==> src/rtl/mtr_drv_pkg.sv <==
// Shared widths, constants and helpers for the two-wheel H-bridge PWM driver.
// Imported by mtr_drv and its pwm_nonoverlap leg generator.
package mtr_drv_pkg;

    localparam int PWM_W = 11;
    localparam int DT_W  = 8;

    localparam logic [PWM_W-1:0] PERIOD_MAX  = 11'h7FF;
    localparam logic [PWM_W-1:0] DUTY_OFFSET = 11'h400;

    localparam int DEADTIME_DEF = 32;

    typedef logic [PWM_W-1:0]        pwm_cnt_t;
    typedef logic signed [PWM_W-1:0] spd_t;

    // Signed speed to offset-binary duty: inverting the sign bit is the same as adding 0x400.
    function automatic pwm_cnt_t spd_to_duty(input spd_t spd);
        return {~spd[PWM_W-1], spd[PWM_W-2:0]};
    endfunction

endpackage

==> src/rtl/mtr_drv_pwm_nonoverlap.sv <==
// One H-bridge side: period-latched duty compare followed by a dead-time filter
// that only lets a leg assert after the compare has been stable for DEADTIME clks.
module pwm_nonoverlap
    import mtr_drv_pkg::*;
#(
    parameter int DEADTIME = DEADTIME_DEF
) (
    input  logic     clk,
    input  logic     rst_n,
    input  pwm_cnt_t cnt,
    input  spd_t     spd,
    output logic     pwm1,
    output logic     pwm2
);

    localparam logic [DT_W-1:0] DT_MAX = DT_W'(DEADTIME);

    pwm_cnt_t        duty_q;
    logic            raw;
    logic            raw_q;
    logic [DT_W-1:0] dt_cnt;
    logic            dt_done;

    // Duty is only sampled on the last count so a period never sees a mid-period speed change.
    // NOTE: sequential state uses non-blocking assignments so every register samples pre-edge values.
    always_ff @(posedge clk or negedge rst_n) begin
        if (!rst_n) begin
            duty_q <= DUTY_OFFSET;
        end else if (cnt == PERIOD_MAX) begin
            duty_q <= spd_to_duty(spd);
        end
    end

    assign raw     = (cnt < duty_q);
    assign dt_done = (dt_cnt == DT_MAX);

    always_ff @(posedge clk or negedge rst_n) begin
        if (!rst_n) begin
            raw_q  <= 1'b0;
            dt_cnt <= '0;
        end else begin
            raw_q <= raw;
            if (raw != raw_q) begin
                dt_cnt <= '0;
            end else if (!dt_done) begin
                dt_cnt <= dt_cnt + 1'b1;
            end
        end
    end

    // Both legs share dt_done and take opposite polarities of raw_q, so they can never overlap.
    always_ff @(posedge clk or negedge rst_n) begin
        if (!rst_n) begin
            pwm1 <= 1'b0;
            pwm2 <= 1'b0;
        end else begin
            pwm1 <= raw_q & dt_done;
            pwm2 <= ~raw_q & dt_done;
        end
    end

endmodule

==> src/rtl/mtr_drv.sv <==
// Dual-wheel motor PWM driver: one shared 2048-clk period counter feeding two
// independent non-overlapping H-bridge leg generators, plus a period-start pulse.
module mtr_drv
    import mtr_drv_pkg::*;
#(
    parameter int DEADTIME = DEADTIME_DEF
) (
    input  logic               clk,
    input  logic               rst_n,
    input  logic [PWM_W-1:0]   lft_spd,
    input  logic [PWM_W-1:0]   rght_spd,
    output logic               lftPWM1,
    output logic               lftPWM2,
    output logic               rghtPWM1,
    output logic               rghtPWM2,
    output logic               period_strt
);

    pwm_cnt_t cnt;

    always_ff @(posedge clk or negedge rst_n) begin
        if (!rst_n) begin
            cnt <= '0;
        end else begin
            cnt <= cnt + 1'b1;
        end
    end

    // cnt also rests at zero during reset, so the pulse is qualified by rst_n to stay low there.
    assign period_strt = rst_n & (cnt == '0);

    pwm_nonoverlap #(
        .DEADTIME (DEADTIME)
    ) u_lft (
        .clk   (clk),
        .rst_n (rst_n),
        .cnt   (cnt),
        .spd   (spd_t'(lft_spd)),
        .pwm1  (lftPWM1),
        .pwm2  (lftPWM2)
    );

    pwm_nonoverlap #(
        .DEADTIME (DEADTIME)
    ) u_rght (
        .clk   (clk),
        .rst_n (rst_n),
        .cnt   (cnt),
        .spd   (spd_t'(rght_spd)),
        .pwm1  (rghtPWM1),
        .pwm2  (rghtPWM2)
    );

endmodule
==> config.mk <==
export PLATFORM = sky130hd
export DESIGN_NAME = mtr_drv
export DESIGN_NICKNAME = d
export VERILOG_FILES = /design/src/rtl/mtr_drv_pkg.sv /design/src/rtl/mtr_drv_pwm_nonoverlap.sv /design/src/rtl/mtr_drv.sv
export SDC_FILE = /design/constraint.sdc
export NUM_CORES = 1
export LEC_CHECK = 0
export ABC_CLOCK_PERIOD_IN_PS = 4750
export CORE_MARGIN = 4
export CORE_UTILIZATION = 40
export DETAILED_ROUTE_END_ITERATION = 10
export PLACE_DENSITY = 0.64
export SLEW_MARGIN = 20
export SYNTH_ARGS = -nofsm -noshare
export SYNTH_HDL_FRONTEND = slang
export SYNTH_SLANG_ARGS = --single-unit
export TNS_END_PERCENT = 30
==> constraint.sdc <==
create_clock -name clk -period 4.75 [get_ports clk]
set_input_delay 0.7125 -clock clk [delete_from_list [all_inputs] [get_ports clk]]
set_output_delay 0.7125 -clock clk [all_outputs]
set_load 0.01 [all_outputs]
# Word level (Yosys, flattened, before mapping)

Index checks and enable logic that the tools add are counted.

Bits in registers: 55
Input bits: 24
Output and inout bits: 5
Word-level logic and storage cells: 37

Add/sub/neg operators: 3
Order comparisons: 2
Equal/unequal tests: 7
Mux-type cells: 4
Bitwise gates (word level): 9
Reductions and logical operators: 1

Operators by type and width:

| operator              | count |
|---|---|
| $mux 8                | 4 |
| $lt 11x11->1          | 2 |
| $add 8x1->8 const B   | 2 |
| $eq 8x6->1 const B    | 2 |
| $add 11x1->11 const B | 1 |
| $eq 11x11->1 const B  | 1 |
| $logic_not 11->1      | 1 |
| $and 1x1->1           | 5 |
| $ne 2x2->1 const B    | 2 |
| $not 1->1             | 4 |
| $ne 1x1->1            | 2 |

# Depth between registers and ports, before layout

Gate-level depths: netlist of run 1.

Depth in word-level cells: 3
Mapped depth: 8
Gate-level depth less buffers: 7

# Hierarchy

From an unflattened synthesis of run 1, not the netlist that was laid out.

Cells, all modules: 323
Area, all modules: 3133.0 um^2

Modules (own cells, without submodules):

| module         | instances | cells an instance | area each (um^2) | seq. area each (um^2) |
|---|---|---|---|---|
| pwm_nonoverlap | 2         | 142               | 1325.0           | 551.8 |
| mtr_drv        | 1         | 39                | 483.0            | 275.3 |

# Least setup slack after synthesis of run 1

No wires, ideal clock.

Path kind: input port to output port
Start point: in rst_n
End point: out period_strt
Arrival: 1343 ps
Data required time: 4038 ps
Setup slack: 2695 ps
Cell stages on the path: 3
Buffers on the path: 0
Cells stage by stage: nor4b_1 -> nand2_1 -> nor4_1

Longest elaborated chain between the ends: 1

Ends and longest elaborated chain:

| item        | line          | text |
|---|---|---|
| from (decl) | mtr_drv.sv:9  | `input logic rst_n,` |
| $and 1x1->1 | mtr_drv.sv:30 | `assign period_strt = rst_n & (cnt == '0);` |
| to (decl)   | mtr_drv.sv:16 | `output logic period_strt` |

No other way between the ends.

# Worst setup path in the final report of run 1

Start point: reg cnt[0]
End point: out period_strt

Longest elaborated chain between the ends: 2

Ends and longest elaborated chain:

| item                   | line          | text |
|---|---|---|
| from (decl)            | mtr_drv.sv:19 | `pwm_cnt_t cnt;` |
| from (signal assigned) | mtr_drv.sv:25 | `cnt <= cnt + 1'b1;` |
| $logic_not 11->1       | mtr_drv.sv:30 |  |
| $and 1x1->1            | mtr_drv.sv:30 |  |

No other way between the ends.

==> results of run 1 <==
==> layout make-up <==
cell class	count	area (µm²)	area share, %
clock inverter	1	5.00	0.150
multi-input combinational	200	1360	40.8
tap	96	120	3.60
sequential	55	1380	41.3
timing repair buffer	30	290	8.70
inverter	28	105	3.15
clock buffer	7	76.3	2.29
==> state kept, by name (all words and copies together) (netlist names) <==
signal         cells
u_rght.dt_cnt      8
u_lft.duty_q      11
u_lft.pwm2         1
u_lft.pwm1         1
u_lft.dt_cnt       8
cnt               11
u_rght.pwm1        1
u_rght.duty_q     11
u_rght.pwm2        1
u_lft.raw_q        1
u_rght.raw_q       1
==> through the flow <==
step                      cells  area (µm²)  power [mW]  hold slack, ns
final                       417        3340       0.747           0.444
after global routing        417        3340       0.779           0.469
after CTS                   417        3340       0.759           0.445
after detailed placement    409        3260       0.507           0.433
after global placement      409        3260       0.506           0.427
after floorplan             288        2870       0.478           0.410
==> worst register-to-register path, stage by stage (launching register included) <==
cell,delay (ns)
sky130_fd_sc_hd__dfrtp_1,0.48
sky130_fd_sc_hd__ha_1,0.35
sky130_fd_sc_hd__a21o_1,0.19
sky130_fd_sc_hd__a31oi_1,0.26
sky130_fd_sc_hd__o31ai_1,0.17
sky130_fd_sc_hd__nor3_1,0.61
sky130_fd_sc_hd__nor3_1,0.12
==> layer usage <==
layer	vias to the layer above	global-route usage (%)	routed length [µm]
met5	-	0	0
met4	0	4.27	61
met3	9	2.68	158
met2	29	23.1	2540
met1	980	17.5	2520
li1	1041	-	-
==> cell usage after synthesis, drive strengths merged (2+ instances only) <==
cell	number	share of area [%]
dfrtp	53	46
nand2	34	4.5
inv	28	3.7
ha	26	11
o21ai	25	4.4
a21oi	14	2.4
nand3	13	2.3
xnor2	13	4.0
nor2	10	1.3
nor3	10	1.7
xor2	7	2.1
and3	6	1.3
and3b	6	1.8
and2	3	0.65
buf	3	0.52
mux2	3	1.2
nand2b	3	0.65
nand4	3	0.65
nor4b	3	0.92
and4	2	0.61
clkbuf	2	0.26
dfstp	2	1.8
mux2i	2	0.70
nor2b	2	0.44
o31ai	2	0.70
or3b	2	0.70
==> report_power, final <==
part	internal (mW)	leakage [nW]	switching [mW]	total [mW]
Sequential	0.468	0.622	0	0.468
Clock	0.104	0.0422	0.146	0.250
Combinational	0.0169	0.938	0.0117	0.0286
Total	0.589	1.60	0.158	0.747
==> worst paths after layout <==
| kind | startpoint | to | slack [ns] | cells past startpoint |
|---|---|---|---|---|
| worst max-delay path | cnt[0]$_DFF_PN0_ | period_strt | 1.83 | 6 |
| worst min-delay path | u_rght.raw_q$_DFF_PN0_ | u_rght.pwm2$_DFF_PN0_ | 0.44 | 1 |
| worst max register to register | cnt[2]$_DFF_PN0_ | u_lft.dt_cnt[6]$_DFFE_PN0P_ | 2.44 | 6 |
| worst min register to register | u_rght.raw_q$_DFF_PN0_ | u_rght.pwm2$_DFF_PN0_ | 0.44 | 1 |
| max in group asynchronous | rst_n | u_rght.dt_cnt[6]$_DFFE_PN0P_ | 3.70 | 2 |
| min in group asynchronous | rst_n | u_rght.dt_cnt[4]$_DFFE_PN0P_ | 0.58 | 2 |
==> logic make-up (layout without fill, tap and decap cells) <==
| logic type | count (synthesis) | after routing |
|---|---|---|
| adder cells (fa/ha/maj) | 26 | 26 |
| XOR/XNOR | 20 | 20 |
| AO/OA/AOI/OAI | 45 | 45 |
| buffers and inverters | 33 | 66 |
| AND/OR/NAND/NOR | 104 | 104 |
| multiplexers | 5 | 5 |
| flip-flops | 55 | 55 |
==> flow_metrics.py, run 1 <==
metrics = {
    "critical_path": {
        "critPathMaxStageDelay_ns": 0.61,
        "path_delay_family": "buffers and inverters",
        "critical_path.cell_chain": "inv_1 -> ha_1 -> nor4b_1 -> nand2_1 -> nor4_1 -> clkdlybuf4s50_1",
        "critPathBufInv": 2,
        "cp_data_arrival_time_ns": 2.21,
        "endpoint_kind": "primary output",
        "worstPathRequired_ns": 4.04,
        "worst_path_max_delay_cell": "sky130_fd_sc_hd__clkdlybuf4s50_1",
        "critical_path_peak_fanout": 8,
        "start_kind": "flip-flop",
        "worstSetupPathType": "reg -> out",
    },
    "grt": {
        "antenna_violations_before_repair": 0,
        "grt_first_pass_wirelength_um": 9360,
        "grt_remaining_overflow": 0,
        "grt.total_usage_pct": 13.6,
        "first_global_vias": 2095,
        "grt_max_degree": 56,
    },
    "clocking": {
        "cts.sinks": 55,
        "ctsHoldBuffers": 0,
        "clk_latency_ns": 0.30,
        "clock_tree.buffer_depth": 2,
        "cts_setup_buffers": 0,
        "htree_levels": 2,
        "cts_buffers": 5,
        "clock_pin_slew_on_the_worst_setup_and_hold_paths_ns": 0.09,
        "cts-resized-gates": 0,
        "cts.root.buffer_cell": "sky130_fd_sc_hd__clkbuf_8",
        "tritoncts": "built",
    },
    "place": {
        "place.port_buffers": 28,
        "global_placer_s_final_weighted_congestion": 0.820,
        "detailedPlace.worstSlack_ns": 2.01,
        "detailedPlacementHpwl_um": 3860,
    },
    "sta": {
        "min_period_ns": 2.92,
        "max_freq_mhz": 342,
        "final_hold_fails": 0,
        "accumulated_negative_setup_slack_ns": 0,
        "grt_setup_unrepaired": "false",
        "max-slew-margin-rel_pct": 52.6,
        "timing.final.ws_setup_ns": 1.83,
        "skew_ns": 0.00423,
        "worst_slew_pin_slew_ns": 0.706,
        "timing.final.max_slew_violations": 0,
        "setup_viol": 0,
        "final_min_period_over_clock_period_pct": 61.5,
    },
    "final_layout": {
        "antenna_cells": 0,
        "final_layout_size_suffix_gt1_share_pct": 5.92,
        "final_common_cell": "sky130_fd_sc_hd__dfrtp_1",
        "layout.cells.most_common_list": "53 x sky130_fd_sc_hd__dfrtp_1, 34 x sky130_fd_sc_hd__nand2_1, 28 x sky130_fd_sc_hd__inv_1, 27 x sky130_fd_sc_hd__clkdlybuf4s50_1, 26 x sky130_fd_sc_hd__ha_1",
        "layout.core_utilization_pct": 48.6,
        "layout_area_overhead_pct": 16.4,
        "finish.net_count": 370,
        "nFillCells": 644,
    },
    "logic_synthesis": {
        "synth_fa_ha_area_share_pct": 11.3,
        "yosys_warnings": 0,
        "postSynthCellCount": 288,
        "synth_fp_nets": 338,
        "yosys_register_bits": 55,
        "synth_xor_area_share_pct": 6.11,
        "post_synth_num_cell_types": 39,
        "synth-edff-count": 0,
        "syn-mean-instance-area_um2": 9.96,
        "yosysSeqAreaShare_pct": 48.1,
        "synth.area.mux_share_pct": 1.88,
        "synthesized_cell_area_mm2": 0.00287,
        "post_synth_arst_share_pct": 100,
        "synth_simple_gate_area_share_pct": 19.6,
        "most_frequently_used_flop_master_after_synthesis": "sky130_fd_sc_hd__dfrtp_1",
        "synth_area_in_compound_gates_pct": 8.55,
        "synth_top_family_by_area": "simple AND/OR/NAND/NOR gates",
    },
    "die": {
        "core_area_mm2": 0.00687,
        "fp.dieW_um": 92.7,
        "start_util_pct": 41.7,
        "io_pins": 29,
        "die_area_mm2": 0.00859,
        "site_row_count": 30,
        "chipHeight_um": 92.7,
    },
    "power_and_ir_drop": {
        "ir_drop_mv": 0.0998,
        "leakagePower_nw": 1.60,
        "power_per_cell_area_mw_per_mm2": 224,
    },
    "detailed_routing": {
        "remaining_design_rule_violation_count": 0,
        "antenna_left": 0,
        "routed_wirelength_um": 5280,
        "num_vias": 2059,
        "drt_iter0_drc": 92,
        "routed_wire_length_per_instance_um": 12.7,
        "drt_via_density": 4.94,
        "detail_route.first_pass.iterations": 4,
    },
    "flow_run": {
        "drv_cap": 0,
    },
    "worst_hold_path": {
        "min-delay-path-class": "reg -> reg",
    },
    "status": {
        "status": "finished clean",
    },
}
Note: power is estimated with default switching activity, not from simulation.
==> inputs of run 2 (changes only) <==
Settings changed: ABC_CLOCK_PERIOD_IN_PS 4750 to 2900.
Clock period 4.75 ns to 2.9 ns, I/O delays scaled along.
==> run 2 against run 1 <==
Clock power grew 82%. Via count fell by 2.6%. Sequential share of layout area is 0.41 points lower. Non-clock buffer count is 2 higher. Total power is 70% higher. Wire length down 2.3%. Sequential power grew 64%. Register-to-register slack worse by 1.7 ns. Die area is the same. Critical path depth unchanged. Highest routed layer unchanged.
==> flow_metrics.py, run 2 (synthesis results as in run 1) <==
metrics = {
    "die": {
        "site_row_count": 30,
        "die_area_mm2": 0.00859,
        "fp.dieW_um": 92.7,
        "core_area_mm2": 0.00687,
        "chipHeight_um": 92.7,
        "start_util_pct": 41.7,
        "io_pins": 29,
    },
    "final_layout": {
        "final_design_area_no_fill_mm2": 0.00337,
        "antenna_cells": 0,
        "final_layout_size_suffix_gt1_share_pct": 6.81,
        "reg.largest.list": "cnt: 11 flops, u_lft.duty_q: 11 flops, u_rght.duty_q: 11 flops",
        "layout.cells.most_common_list": "53 x sky130_fd_sc_hd__dfrtp_1, 34 x sky130_fd_sc_hd__nand2_1, 28 x sky130_fd_sc_hd__inv_1, 27 x sky130_fd_sc_hd__clkdlybuf4s50_1, 26 x sky130_fd_sc_hd__ha_1",
        "layout_area_overhead_pct": 17.5,
        "layout.core_utilization_pct": 49.1,
        "post_layout_nonfiller_instances": 419,
        "final_common_cell": "sky130_fd_sc_hd__dfrtp_1",
        "finish.net_count": 372,
    },
    "critical_path": {
        "start_kind": "flip-flop",
        "cp_data_arrival_time_ns": 2.20,
        "worst_r2r_startpoint": "cnt[1]$_DFF_PN0_",
        "worstSetupPathType": "reg -> out",
        "startpoint": "cnt[0]$_DFF_PN0_",
        "worstPathRequired_ns": 2.47,
        "endpoint_kind": "primary output",
        "critical_path_peak_fanout": 8,
    },
    "place": {
        "place.port_buffers": 28,
        "dp_cells": 411,
        "global_placer_s_final_weighted_congestion": 0.802,
        "detailedPlace.worstSlack_ns": 0.603,
        "post_dp_cell_area_mm2": 0.00327,
        "detailedPlacementHpwl_um": 3810,
    },
    "sta": {
        "max_freq_mhz": 379,
        "final_hold_fails": 0,
        "skew_ns": 0.00752,
        "setup_viol": 0,
        "min_period_ns": 2.64,
        "timing.final.max_slew_violations": 0,
        "final_min_period_over_clock_period_pct": 91.0,
        "grt_setup_unrepaired": "false",
        "timing.hold.ws_ns": 0.297,
        "max-slew-margin-rel_pct": 54.0,
        "worst_slew_pin_slew_ns": 0.690,
        "timing.final.ws_setup_ns": 0.262,
        "accumulated_negative_setup_slack_ns": 0,
    },
    "power_and_ir_drop": {
        "p_sw_uw": 257,
        "leakagePower_nw": 1.62,
        "power.share.switching_pct": 20.2,
        "power_per_cell_area_mw_per_mm2": 377,
        "sequentialPowerShare_pct": 60.4,
        "power.internal_mw": 1.01,
        "clockPowerShare_pct": 36.0,
        "comb_power_share_pct": 3.7,
        "ir_drop_mv": 0.159,
        "fin_total_pwr_mw": 1.27,
    },
    "grt": {
        "antenna_violations_before_repair": 0,
        "grt_max_degree": 56,
        "grt_first_pass_wirelength_um": 9140,
        "first_global_vias": 2013,
        "grt_remaining_overflow": 0,
        "grt.total_usage_pct": 13.4,
    },
    "clocking": {
        "tritoncts": "built",
        "cts.root.buffer_cell": "sky130_fd_sc_hd__clkbuf_8",
        "cts_setup_buffers": 0,
        "htree_levels": 2,
        "ctsHoldBuffers": 0,
        "clk_latency_ns": 0.30,
        "clock_pin_slew_on_the_worst_setup_and_hold_paths_ns": 0.09,
        "clock_tree.buffer_depth": 2,
        "cts.sinks": 55,
        "cts-resized-gates": 0,
        "cts_buffers": 5,
    },
    "detailed_routing": {
        "remaining_design_rule_violation_count": 0,
        "drt_iter0_drc": 54,
        "num_vias": 2006,
        "antenna_left": 0,
        "routed_wirelength_um": 5160,
        "routed_wire_length_per_instance_um": 12.3,
        "detail_route.first_pass.iterations": 4,
        "drt_via_density": 4.79,
    },
    "flow_run": {
        "drv_cap": 0,
    },
    "worst_hold_path": {
        "min-delay-path-class": "in -> async",
    },
    "status": {
        "status": "finished clean",
    },
}
run 2: cell types whose count changed in the layout (fill, tap and decap cells not counted), sizes merged:
cell and change:
clkbuf +1, clkinv -1, buf +2
run 2: metal layers:
metal  part of all wire [%]  wire [µm]  global-route usage, %  vias to the layer above
met3                    3.3        170                   3.17                        9
met5                      0          0                      0                        -
li1                       -          -                      -                     1047
met4                    1.5         76                   4.40                        0
met1                     48       2450                   17.2                      926
met2                     48       2460                   22.4                       24
run 2: area by class of cell:
type                       count  area (µm²)
tap                           96         120
clock buffer                   8         100
fill                         631        3500
sequential                    55        1380
multi-input combinational    200        1360
timing repair buffer          32         305
inverter                      28         105
run 2: power groups by stage:
stage / clock network [mW] / registers [mW] / logic, mW
final: 0.456 / 0.766 / 0.0466
after global routing: 0.512 / 0.767 / 0.0521
after CTS: 0.479 / 0.766 / 0.0487
after detailed placement: 0 / 0.781 / 0.0485
after global placement: 0 / 0.781 / 0.0481
after floorplan: 0 / 0.782 / 0.000879
run 2: final timing paths:
| check | slack (ns) | depth (start not counted) | end |
|---|---|---|---|
| min reg2reg | 0.43 | 1 | u_rght.pwm2$_DFF_PN0_ |
| max reg2reg | 0.77 | 7 | u_lft.duty_q[10]$_DFFE_PN1N_ |
| max in group asynchronous | 2.14 | 2 | cnt[8]$_DFF_PN0_ |
| min | 0.30 | 2 | u_rght.dt_cnt[7]$_DFFE_PN0P_ |
| min in group clk | 0.43 | 1 | u_rght.pwm2$_DFF_PN0_ |
| max | 0.26 | 6 | period_strt |
run 2: critical path, cell delays in order, from the launching register on:
cell	delay, ns
sky130_fd_sc_hd__dfrtp_1	0.46
sky130_fd_sc_hd__inv_1	0.11
sky130_fd_sc_hd__ha_1	0.14
sky130_fd_sc_hd__nor4b_1	0.23
sky130_fd_sc_hd__nand2_1	0.09
sky130_fd_sc_hd__nor4_1	0.26
sky130_fd_sc_hd__clkdlybuf4s50_1	0.61
